### config.mk
export PLATFORM = sky130hd
export DESIGN_NAME = amiga_kbd_tx
export DESIGN_NICKNAME = d
export VERILOG_FILES = /design/src/rtl/amiga_kbd_pkg.sv /design/src/rtl/amiga_kbd_phase_timer.sv /design/src/rtl/amiga_kbd_tx.sv
export SDC_FILE = /design/constraint.sdc
export NUM_CORES = 1
export LEC_CHECK = 0
export CAP_MARGIN = 20
export CORE_UTILIZATION = 48
export CTS_BUF_LIST = sky130_fd_sc_hd__clkbuf_16
export CTS_CLUSTER_SIZE = 14
export DETAILED_ROUTE_END_ITERATION = 10
export GPL_TIMING_DRIVEN = 0
export MAX_ROUTING_LAYER = met4
export PLACE_DENSITY = 0.65
export REMOVE_ABC_BUFFERS = 1
export SYNTH_ARGS = -nofsm -noshare
export SYNTH_HDL_FRONTEND = slang
export SYNTH_SLANG_ARGS = --single-unit
### constraint.sdc
create_clock -name CLK -period 6.1 [get_ports CLK]
set_input_delay 1.525 -clock CLK [delete_from_list [all_inputs] [get_ports CLK]]
set_output_delay 1.525 -clock CLK [all_outputs]
set_load 0.005 [all_outputs]
### src/rtl/amiga_kbd_pkg.sv
// Shared types and keycode constants for the Amiga keyboard transmitter.
package amiga_kbd_pkg;

   typedef enum logic [3:0] {
      IDLE,
      PWR0,
      PWR1,
      SETUP,
      LOW,
      HIGH,
      RELEASE,
      WAIT_HS,
      HS_END,
      RESYNC
   } kbd_state_e;

   localparam logic [7:0] KBD_CODE_LOST_SYNC = 8'hF9;
   localparam logic [7:0] KBD_CODE_INIT      = 8'hFD;
   localparam logic [7:0] KBD_CODE_TERM      = 8'hFE;

   // Reorders a keycode so that bit 7 of the result is the first bit on the wire
   function automatic logic [7:0] wire_order(input logic [7:0] code);
      return {code[6:0], code[7]};
   endfunction

endpackage

### src/rtl/amiga_kbd_phase_timer.sv
// Loadable saturating down-counter; done_c is high while the count is zero.
module amiga_kbd_phase_timer #(
   parameter int unsigned W = 8
) (
   input  logic         clk,
   input  logic         rst,
   input  logic         load,
   input  logic [W-1:0] load_val,
   output logic         done_c
);

   logic [W-1:0] cnt_q, cnt_d;

   always_comb begin
      cnt_d = cnt_q;
      if (load) begin
         cnt_d = load_val;
      end else if (cnt_q != '0) begin
         cnt_d = cnt_q - W'(1);
      end
   end

   always_ff @(posedge clk or posedge rst) begin
      if (rst) begin
         cnt_q <= '0;
      end else begin
         cnt_q <= cnt_d;
      end
   end

   assign done_c = (cnt_q == '0);

endmodule

### src/rtl/amiga_kbd_tx.sv
// Amiga keyboard-side KCLK/KDAT transmitter with host handshake, timeout and lost-sync recovery.
// Define KBD_POWERUP_EN to send the $FD/$FE power-up frames after reset.
module amiga_kbd_tx
   import amiga_kbd_pkg::*;
#(
   parameter int unsigned BIT_PHASE_CYC = 573,
   parameter int unsigned TIMEOUT_CYC   = 4095000,
   parameter int unsigned HS_MIN_CYC    = 29
) (
   input  logic       CLK,
   input  logic       RST,
   input  logic [7:0] CODE,
   input  logic       CODE_VALID,
   output logic       CODE_READY,
   output logic       KCLK_OE,
   output logic       KDAT_OE,
   input  logic       KDAT_IN,
   output logic       SYNC_LOST
);

   localparam int unsigned PH_W  = (BIT_PHASE_CYC > 1) ? $clog2(BIT_PHASE_CYC) : 1;
   localparam int unsigned TO_W  = (TIMEOUT_CYC > 1) ? $clog2(TIMEOUT_CYC) : 1;
   localparam int unsigned RUN_W = $clog2(HS_MIN_CYC + 1);

`ifdef KBD_POWERUP_EN
   localparam kbd_state_e RESET_STATE = PWR0;
`else
   localparam kbd_state_e RESET_STATE = IDLE;
`endif

   kbd_state_e       state_q, state_d;
   logic [7:0]       hold_q, hold_d;
   logic [7:0]       sh_q, sh_d;
   logic [2:0]       bit_cnt_q, bit_cnt_d;
   logic             resync_q, resync_d;
   logic             f9_q, f9_d;
   logic             sync_lost_q, sync_lost_d;
   logic [RUN_W-1:0] run_q, run_d;
   logic             kclk_oe_q, kclk_oe_d;
   logic             kdat_oe_q, kdat_oe_d;
   logic             code_ready_q, code_ready_d;
   logic             kdat_s1_q, kdat_s2_q;
`ifdef KBD_POWERUP_EN
   logic [1:0]       pwr_q, pwr_d;
`endif

   logic phase_load_c, phase_done_c, to_load_c, to_done_c;

   assign phase_load_c = (state_d != state_q);
   assign to_load_c    = (state_d == WAIT_HS) && (state_q != WAIT_HS);

   amiga_kbd_phase_timer #(.W(PH_W)) u_phase (
      .clk      (CLK),
      .rst      (RST),
      .load     (phase_load_c),
      .load_val (PH_W'(BIT_PHASE_CYC - 1)),
      .done_c   (phase_done_c)
   );

   amiga_kbd_phase_timer #(.W(TO_W)) u_timeout (
      .clk      (CLK),
      .rst      (RST),
      .load     (to_load_c),
      .load_val (TO_W'(TIMEOUT_CYC - 1)),
      .done_c   (to_done_c)
   );

   always_comb begin
      state_d     = state_q;
      hold_d      = hold_q;
      sh_d        = sh_q;
      bit_cnt_d   = bit_cnt_q;
      resync_d    = resync_q;
      f9_d        = f9_q;
      sync_lost_d = sync_lost_q;
      run_d       = '0;
`ifdef KBD_POWERUP_EN
      pwr_d       = pwr_q;
`endif

      case (state_q)
         IDLE: begin
            if (CODE_VALID && code_ready_q) begin
               hold_d    = CODE;
               sh_d      = wire_order(CODE);
               bit_cnt_d = '0;
               state_d   = SETUP;
            end
         end
`ifdef KBD_POWERUP_EN
         PWR0: begin
            hold_d    = KBD_CODE_INIT;
            sh_d      = wire_order(KBD_CODE_INIT);
            bit_cnt_d = '0;
            pwr_d     = 2'd1;
            state_d   = SETUP;
         end
         PWR1: begin
            hold_d    = KBD_CODE_TERM;
            sh_d      = wire_order(KBD_CODE_TERM);
            bit_cnt_d = '0;
            pwr_d     = 2'd2;
            state_d   = SETUP;
         end
`else
         PWR0, PWR1: state_d = IDLE;
`endif
         SETUP, RESYNC: if (phase_done_c) state_d = LOW;
         LOW:           if (phase_done_c) state_d = HIGH;
         HIGH: begin
            if (phase_done_c) begin
               if (resync_q || (bit_cnt_q == 3'd7)) begin
                  state_d = RELEASE;
               end else begin
                  bit_cnt_d = bit_cnt_q + 3'd1;
                  sh_d      = {sh_q[6:0], 1'b0};
                  state_d   = SETUP;
               end
            end
         end
         RELEASE: begin
            if (phase_done_c) begin
               resync_d = 1'b0;
               state_d  = WAIT_HS;
            end
         end
         WAIT_HS: begin
            // Handshake qualification is checked before the timeout so it wins a tie
            if (!kdat_s2_q) begin
               run_d = (run_q == '1) ? run_q : run_q + RUN_W'(1);
            end
            if (run_d >= RUN_W'(HS_MIN_CYC)) begin
               state_d = HS_END;
            end else if (to_done_c) begin
               sync_lost_d = 1'b1;
               resync_d    = 1'b1;
               f9_d        = 1'b0;
               sh_d        = 8'hFF;
               state_d     = RESYNC;
            end
         end
         HS_END: begin
            if (kdat_s2_q) begin
               bit_cnt_d = '0;
               if (f9_q) begin
                  f9_d        = 1'b0;
                  sync_lost_d = 1'b0;
                  sh_d        = wire_order(hold_q);
                  state_d     = SETUP;
               end else if (sync_lost_q) begin
                  f9_d    = 1'b1;
                  sh_d    = wire_order(KBD_CODE_LOST_SYNC);
                  state_d = SETUP;
               end else begin
`ifdef KBD_POWERUP_EN
                  if (pwr_q == 2'd1) begin
                     state_d = PWR1;
                  end else begin
                     pwr_d   = 2'd0;
                     state_d = IDLE;
                  end
`else
                  state_d = IDLE;
`endif
               end
            end
         end
         default: state_d = IDLE;
      endcase

      kclk_oe_d    = (state_d == LOW);
      kdat_oe_d    = (state_d inside {SETUP, LOW, HIGH, RESYNC}) && sh_d[7];
      code_ready_d = (state_d == IDLE);
   end

   always_ff @(posedge CLK or posedge RST) begin
      if (RST) begin
         state_q      <= RESET_STATE;
         hold_q       <= '0;
         sh_q         <= '0;
         bit_cnt_q    <= '0;
         resync_q     <= 1'b0;
         f9_q         <= 1'b0;
         sync_lost_q  <= 1'b0;
         run_q        <= '0;
         kclk_oe_q    <= 1'b0;
         kdat_oe_q    <= 1'b0;
         code_ready_q <= 1'b0;
         kdat_s1_q    <= 1'b1;
         kdat_s2_q    <= 1'b1;
`ifdef KBD_POWERUP_EN
         pwr_q        <= 2'd0;
`endif
      end else begin
         state_q      <= state_d;
         hold_q       <= hold_d;
         sh_q         <= sh_d;
         bit_cnt_q    <= bit_cnt_d;
         resync_q     <= resync_d;
         f9_q         <= f9_d;
         sync_lost_q  <= sync_lost_d;
         run_q        <= run_d;
         kclk_oe_q    <= kclk_oe_d;
         kdat_oe_q    <= kdat_oe_d;
         code_ready_q <= code_ready_d;
         kdat_s1_q    <= KDAT_IN;
         kdat_s2_q    <= kdat_s1_q;
`ifdef KBD_POWERUP_EN
         pwr_q        <= pwr_d;
`endif
      end
   end

   assign KCLK_OE    = kclk_oe_q;
   assign KDAT_OE    = kdat_oe_q;
   assign CODE_READY = code_ready_q;
   assign SYNC_LOST  = sync_lost_q;

endmodule

---- After elaboration in Yosys (flattened, before gate mapping) ----
Index checks and enable logic that the tools add are counted.
operators by class
  add/subtract/negate cells ............... 4
  magnitude comparators ................... 1
  eq/ne operators ......................... 25
  multiplexer cells ....................... 47
  reduce and logical (&&, ||, !) cells .... 24
operators with widths
  cell                                                  count
  two-way mux 8 bit                                     8
  two-way mux 22 bit                                    2
  two-way mux 4 bit                                     8
  case mux 8 bit (4 select lines)                       1
  equality test 4 x 3 -> 1 bit (second input constant)  7
  case mux 4 bit (7 select lines)                       1
  zero test 22 bit                                      1
  nonzero test 22 bit                                   1
  subtractor 22 x 1 -> 22 bit (second input constant)   1
  two-way mux 10 bit                                    2
  two-way mux 5 bit                                     4
  != test 2 bit (second input constant)                 8
  two-way mux 3 bit                                     5
  equality test 4 bit (second input constant)           3
  zero test 10 bit                                      1
  two-way mux 1 bit                                     10
  AND reduction 5 bit                                   2
  nonzero test 10 bit                                   1
  subtractor 10 x 1 -> 10 bit (second input constant)   1
  case mux 3 bit (3 select lines)                       1
  equality test 4 x 2 -> 1 bit (second input constant)  2
  zero test 4 bit                                       2
  AND reduction 4 bit                                   2
  AND reduction 8 bit                                   1
  17 further kinds                                      26
word-level totals
  bits in registers ....................... 68
  bits of input ports ..................... 12
  logic and storage cells ................. 117

---- Depth between registers and ports, before layout ----
  word-level depth ........................ 10
  gate-level depth with buffers ........... 9
  gate-level depth less buffers ........... 8

---- Modules after synthesis ----
Synthesis repeated with hierarchy kept, for this count alone.
unflattened totals
  cell total of the unflattened synthesis .. 444
  area, all modules ....................... 4139.0 sq um
modules (own cells, without submodules)
  module                              instances  cells each  area an instance (sq um)
  amiga_kbd_tx                        1          208         2010.7
  amiga_kbd_phase_timer at u_timeout  1          160         1435.1
  amiga_kbd_phase_timer at u_phase    1          76          693.2

---- Worst setup path before layout ----
No wires, ideal clock.
  path type ............................... input -> register
  start point ............................. in CODE_VALID
  end point ............................... reg kclk_oe_q (netlist: KCLK_OE)
  data arrival time ....................... 2918 ps
  slack ................................... 3109 ps
  stages on the path ...................... 6
  cells stage by stage .................... and3_1 > clkbuf_1 > a311oi_1 > o211ai_2 > or3b_1 > nor2b_1
on the way
  longest elaborated chain between the ends .. 4
ends and longest elaborated chain
  element                          RTL line             text
  start, declared                  amiga_kbd_tx.sv:13   input logic CODE_VALID,
  logical AND 1 bit                amiga_kbd_tx.sv:83   if (CODE_VALID && code_ready_q) begin
  two-way mux 4 bit                amiga_kbd_tx.sv:83
  case mux 4 bit (7 select lines)  amiga_kbd_tx.sv:81   case (state_q)
  named net state_d[0]             amiga_kbd_tx.sv:31   kbd_state_e state_q, state_d;
  equality test 4 x 3 -> 1 bit     amiga_kbd_tx.sv:171  kclk_oe_d = (state_d == LOW);
  named net kclk_oe_d              amiga_kbd_tx.sv:39   logic kclk_oe_q, kclk_oe_d;
  end signal, assigned             amiga_kbd_tx.sv:203  kclk_oe_q <= kclk_oe_d;
  end, declared                    amiga_kbd_tx.sv:39
The timed path passes the listed nets, and every way through them passes these cells.
A chain may end at the register's enable or synchronous reset.

---- Final worst setup path ----
Same ends and word-level chain as after synthesis.

==> results.txt <==
For the buffer depth of the longest clock path, the log shows 2. Counting the buffers created by CTS gives 9. For this run, the detailed router's first-pass iteration total came to 4.

The tools report the reported max-cap violation count as 0. For the effective utilization at floorplan, the log shows 0.505. The worst setup path is launched from a primary input. The max-slew headroom at the worst pin was 0.323. Type of the most critical hold path: reg -> reg.

The congestion estimate from routability-driven global placement came to 0.834. The maximum number of pins on one net before global-route repair is 69, and the number of port buffers is 15. The run gives 635 as the number of filler instances in the final layout.

In this run the post-CTS setup repair buffer count came out at 0. The setup check on the worst reg-to-reg path leaves a slack of 3.21 ns. The async set or reset register ratio after synthesis was 1.00. Clock root buffer: sky130_fd_sc_hd__clkbuf_16.

Kind of capture point of the worst setup path: a flop. The width of the die is 90.3 µm, and the transition time at the pin with the least slew margin is 1.01 ns. Setup violations remaining at the end of the flow were counted as 0. Synthesis produced 395 cells. The first global-routing pass estimated 13400 µm of wire.

The run gives 0.212 as the all-layer global routing usage. For this design, the sink count on the clock tree is 68. The via count of the first global-routing pass is 2815. The count of yosys warnings during synthesis came out at 0. The height of the die is 90.3 µm.

For this run, design rule violations remaining after detail routing come to 0. Summed over all instances, the cell type with the most area after synthesis is sky130_fd_sc_hd__dfrtp_1. Across all layers, the routed design uses 2947 vias.

In the synthesized netlist the dominant register cell turns out to be sky130_fd_sc_hd__dfrtp_1. TritonCTS built the clock tree. The total count of max-transition violations in the final report is 0. The total of flip-flops plus latches after synthesis works out to 68. The core region is 0.00741 mm². The routed design has 7720 µm of wire. The power per cell area came out at 247 mW/mm². For the worst-skew pair, the clock arrives at the later sink with an insertion delay of 0.33 ns.

Detailed placer's ending HPWL: 5170 µm. The highest fanout seen on the critical path is 18, and the average instance area after synthesis is 9.48 µm². By area the synthesized netlist is led by sky130_fd_sc_hd__dfrtp_1, sky130_fd_sc_hd__nand2_1, sky130_fd_sc_hd__xnor2_1, sky130_fd_sc_hd__nor2_1, sky130_fd_sc_hd__o21ai_0. The synthesized design contains 0 enable-type register cells. For this run the aggregate overflow at the end of global routing stands at 0.

The share of final-layout standard cells stronger than drive strength 1 was 0.0803; the maximum achievable frequency was 288 MHz. The average vias per placed instance is 5.78, and the initial antenna violation count is 0. Relative to the synthesized area, the layout overhead comes to 14.9%. At the worst endpoint, the arrival time is 3.72 ns. The run gives 0 as the total count of hold-check failures in the final report.

At the worst endpoint, the required time is 6.35 ns. Summing all non-filler instances in the final layout gives an area of 0.00430 mm². After detailed routing, the average wire length per cell comes to 15.1 µm.

The number of nets with antenna violations after routing is 0, and the number of ports placed on the die boundary is 16. Gates resized during post-CTS repair numbered 0. By startpoint and endpoint, the worst setup path is classified as in -> reg.

The routed design could run at a clock period as short as 3.47 ns. The setup TNS came out at 0 ns. The flow ran to the end, and the final reports show no timing, DRC or antenna violations. The sequential cell area fraction in the yosys report is 0.455. VDD sags by at most 0.000162 V. The run gives 0.00816 mm² as the die footprint. Number of library cell types mapped by synthesis: 62. The leakage component of the power is 2.02 nW. The maximum level of the CTS H-tree is 3. After the last flow step, the layout net total stands at 423. The run gives 0 as the post-cts hold buffer count. Setup repair after global routing left no endpoint under its margin. 0 antenna diodes ended up in the layout. For the instance area at placement, the log shows 0.00396 mm². The row count was 31; the post-route fraction of the period consumed by the critical path was 0.568.

The run gives 0.00830 ns as the worst setup skew after layout. The proportion of netlist area held by the largest area contributor works out to 0.441. Number of design-rule violations left by the first detailed-router iteration: 185.

The clock-pin slew on the worst setup and hold paths works out to 0.06 ns. The cell area that synthesis handed to floorplanning was 0.00374 mm².
==> worst paths after layout <==
kind                                           start                            to  cells after the start
worst max-delay path                      CODE_VALID             KCLK_OE$_DFF_PP0_                      6
worst min-delay path             kdat_s1_q$_DFF_PP1_           kdat_s2_q$_DFF_PP1_                      0
worst max register to register  state_q[0]$_DFF_PP0_  u_phase.cnt_q[1]$_DFFE_PP0P_                      6
worst min register to register   kdat_s1_q$_DFF_PP1_           kdat_s2_q$_DFF_PP1_                      0
max in group asynchronous                        RST          state_q[0]$_DFF_PP0_                      2
min in group asynchronous                        RST         hold_q[2]$_DFFE_PP0P_                      2
==> cells by family (layout without fill, tap and decap cells) <==
group                      count (synthesis)  after routing  synth area share
and+or+nand+nor                          178            178             0.261
muxes                                      7              7            0.0190
buffers and inverters                     29             45            0.0297
adders and majority gates                  5              5            0.0167
xor gates and xnor gates                  22             22            0.0515
DFF                                       68             68             0.455
AOI/OAI and AO/OA                         86             86             0.167
==> sequential cells by signal, indices dropped and copies added, names as in the netlist <==
| name | flops |
|---|---|
| run_q | 5 |
| state_q | 4 |
| resync_q | 1 |
| kdat_s1_q | 1 |
| CODE_READY | 1 |
| hold_q | 8 |
| SYNC_LOST | 1 |
| sh_q | 8 |
| KDAT_OE | 1 |
| u_phase.cnt_q | 10 |
| f9_q | 1 |
| u_timeout.cnt_q | 22 |
| bit_cnt_q | 3 |
| KCLK_OE | 1 |
| kdat_s2_q | 1 |
==> critical path: stages <==
cell and delay [ns]:
sky130_fd_sc_hd__clkdlybuf4s50_1 0.44, sky130_fd_sc_hd__and3_1 0.38, sky130_fd_sc_hd__a311oi_1 0.58, sky130_fd_sc_hd__o211ai_2 0.23
sky130_fd_sc_hd__or3b_1 0.43, sky130_fd_sc_hd__nor2b_1 0.14
==> cell type report <==
cell class,instances,area (µm²),area share
clock buffer,9,225,0.0523
sequential,68,1700,0.396
clock inverter,7,116,0.0270
inverter,14,55.1,0.0128
multi-input combinational,298,1930,0.448
tap,99,124,0.0288
timing repair buffer,15,150,0.0349
==> layout by cell type (no fill, tap or decap), drive strengths merged, types with 5 or more instances in the layout <==
cell type      count
ha                 5
clkdlybuf4s50     15
nand2             45
nor4              17
a211oi             5
xnor2             16
nand3             12
a211o              7
nand4             10
nor2              33
clkbuf             9
nor3              16
xor2               6
nor2b              8
or4                5
a21oi             14
o21ai             22
mux2i              6
inv               15
nand2b             8
or3                5
dfrtp             66
==> through the flow <==
step / worst slack [ns] / utilization / total power [mW] / cells / hold slack, ns
after floorplan: 2.87 / - / 0.468 / 380 / 0.345
final: 2.63 / 0.581 / 1.06 / 510 / 0.355
after detailed placement: 2.32 / 0.535 / 0.479 / 494 / 0.351
after CTS: 2.64 / 0.581 / 1.08 / 510 / 0.362
after global placement: 1.68 / 0.535 / 0.479 / 494 / 0.347
after global routing: 2.42 / 0.581 / 1.10 / 510 / 0.367
==> synthesized netlist by cell type, drive strengths merged, types with 10 or more instances <==
cell type and instances:
nand4 10, o21ai 22, nand3 12, clkbuf 12
nor2 33, dfrtp 66, nand2 45, a21oi 14
nor4 17, inv 14, nor3 16, xnor2 16
==> power breakdown <==
part | internal (mW) | switching [mW]
Clock | 0.398 | 0.195
Sequential | 0.453 | 0.00109
Combinational | 0.00676 | 0.0101
Total | 0.857 | 0.206
==> metal layers <==
layer  track usage  vias up  share of wire
li1              -     1472              -
met1         0.291     1420           0.50
met3        0.0429        8          0.034
met2         0.310       47           0.45
met4        0.0806        0          0.015
met5             -        -              0
No activity file was read; power rests on OpenSTA's default activity.
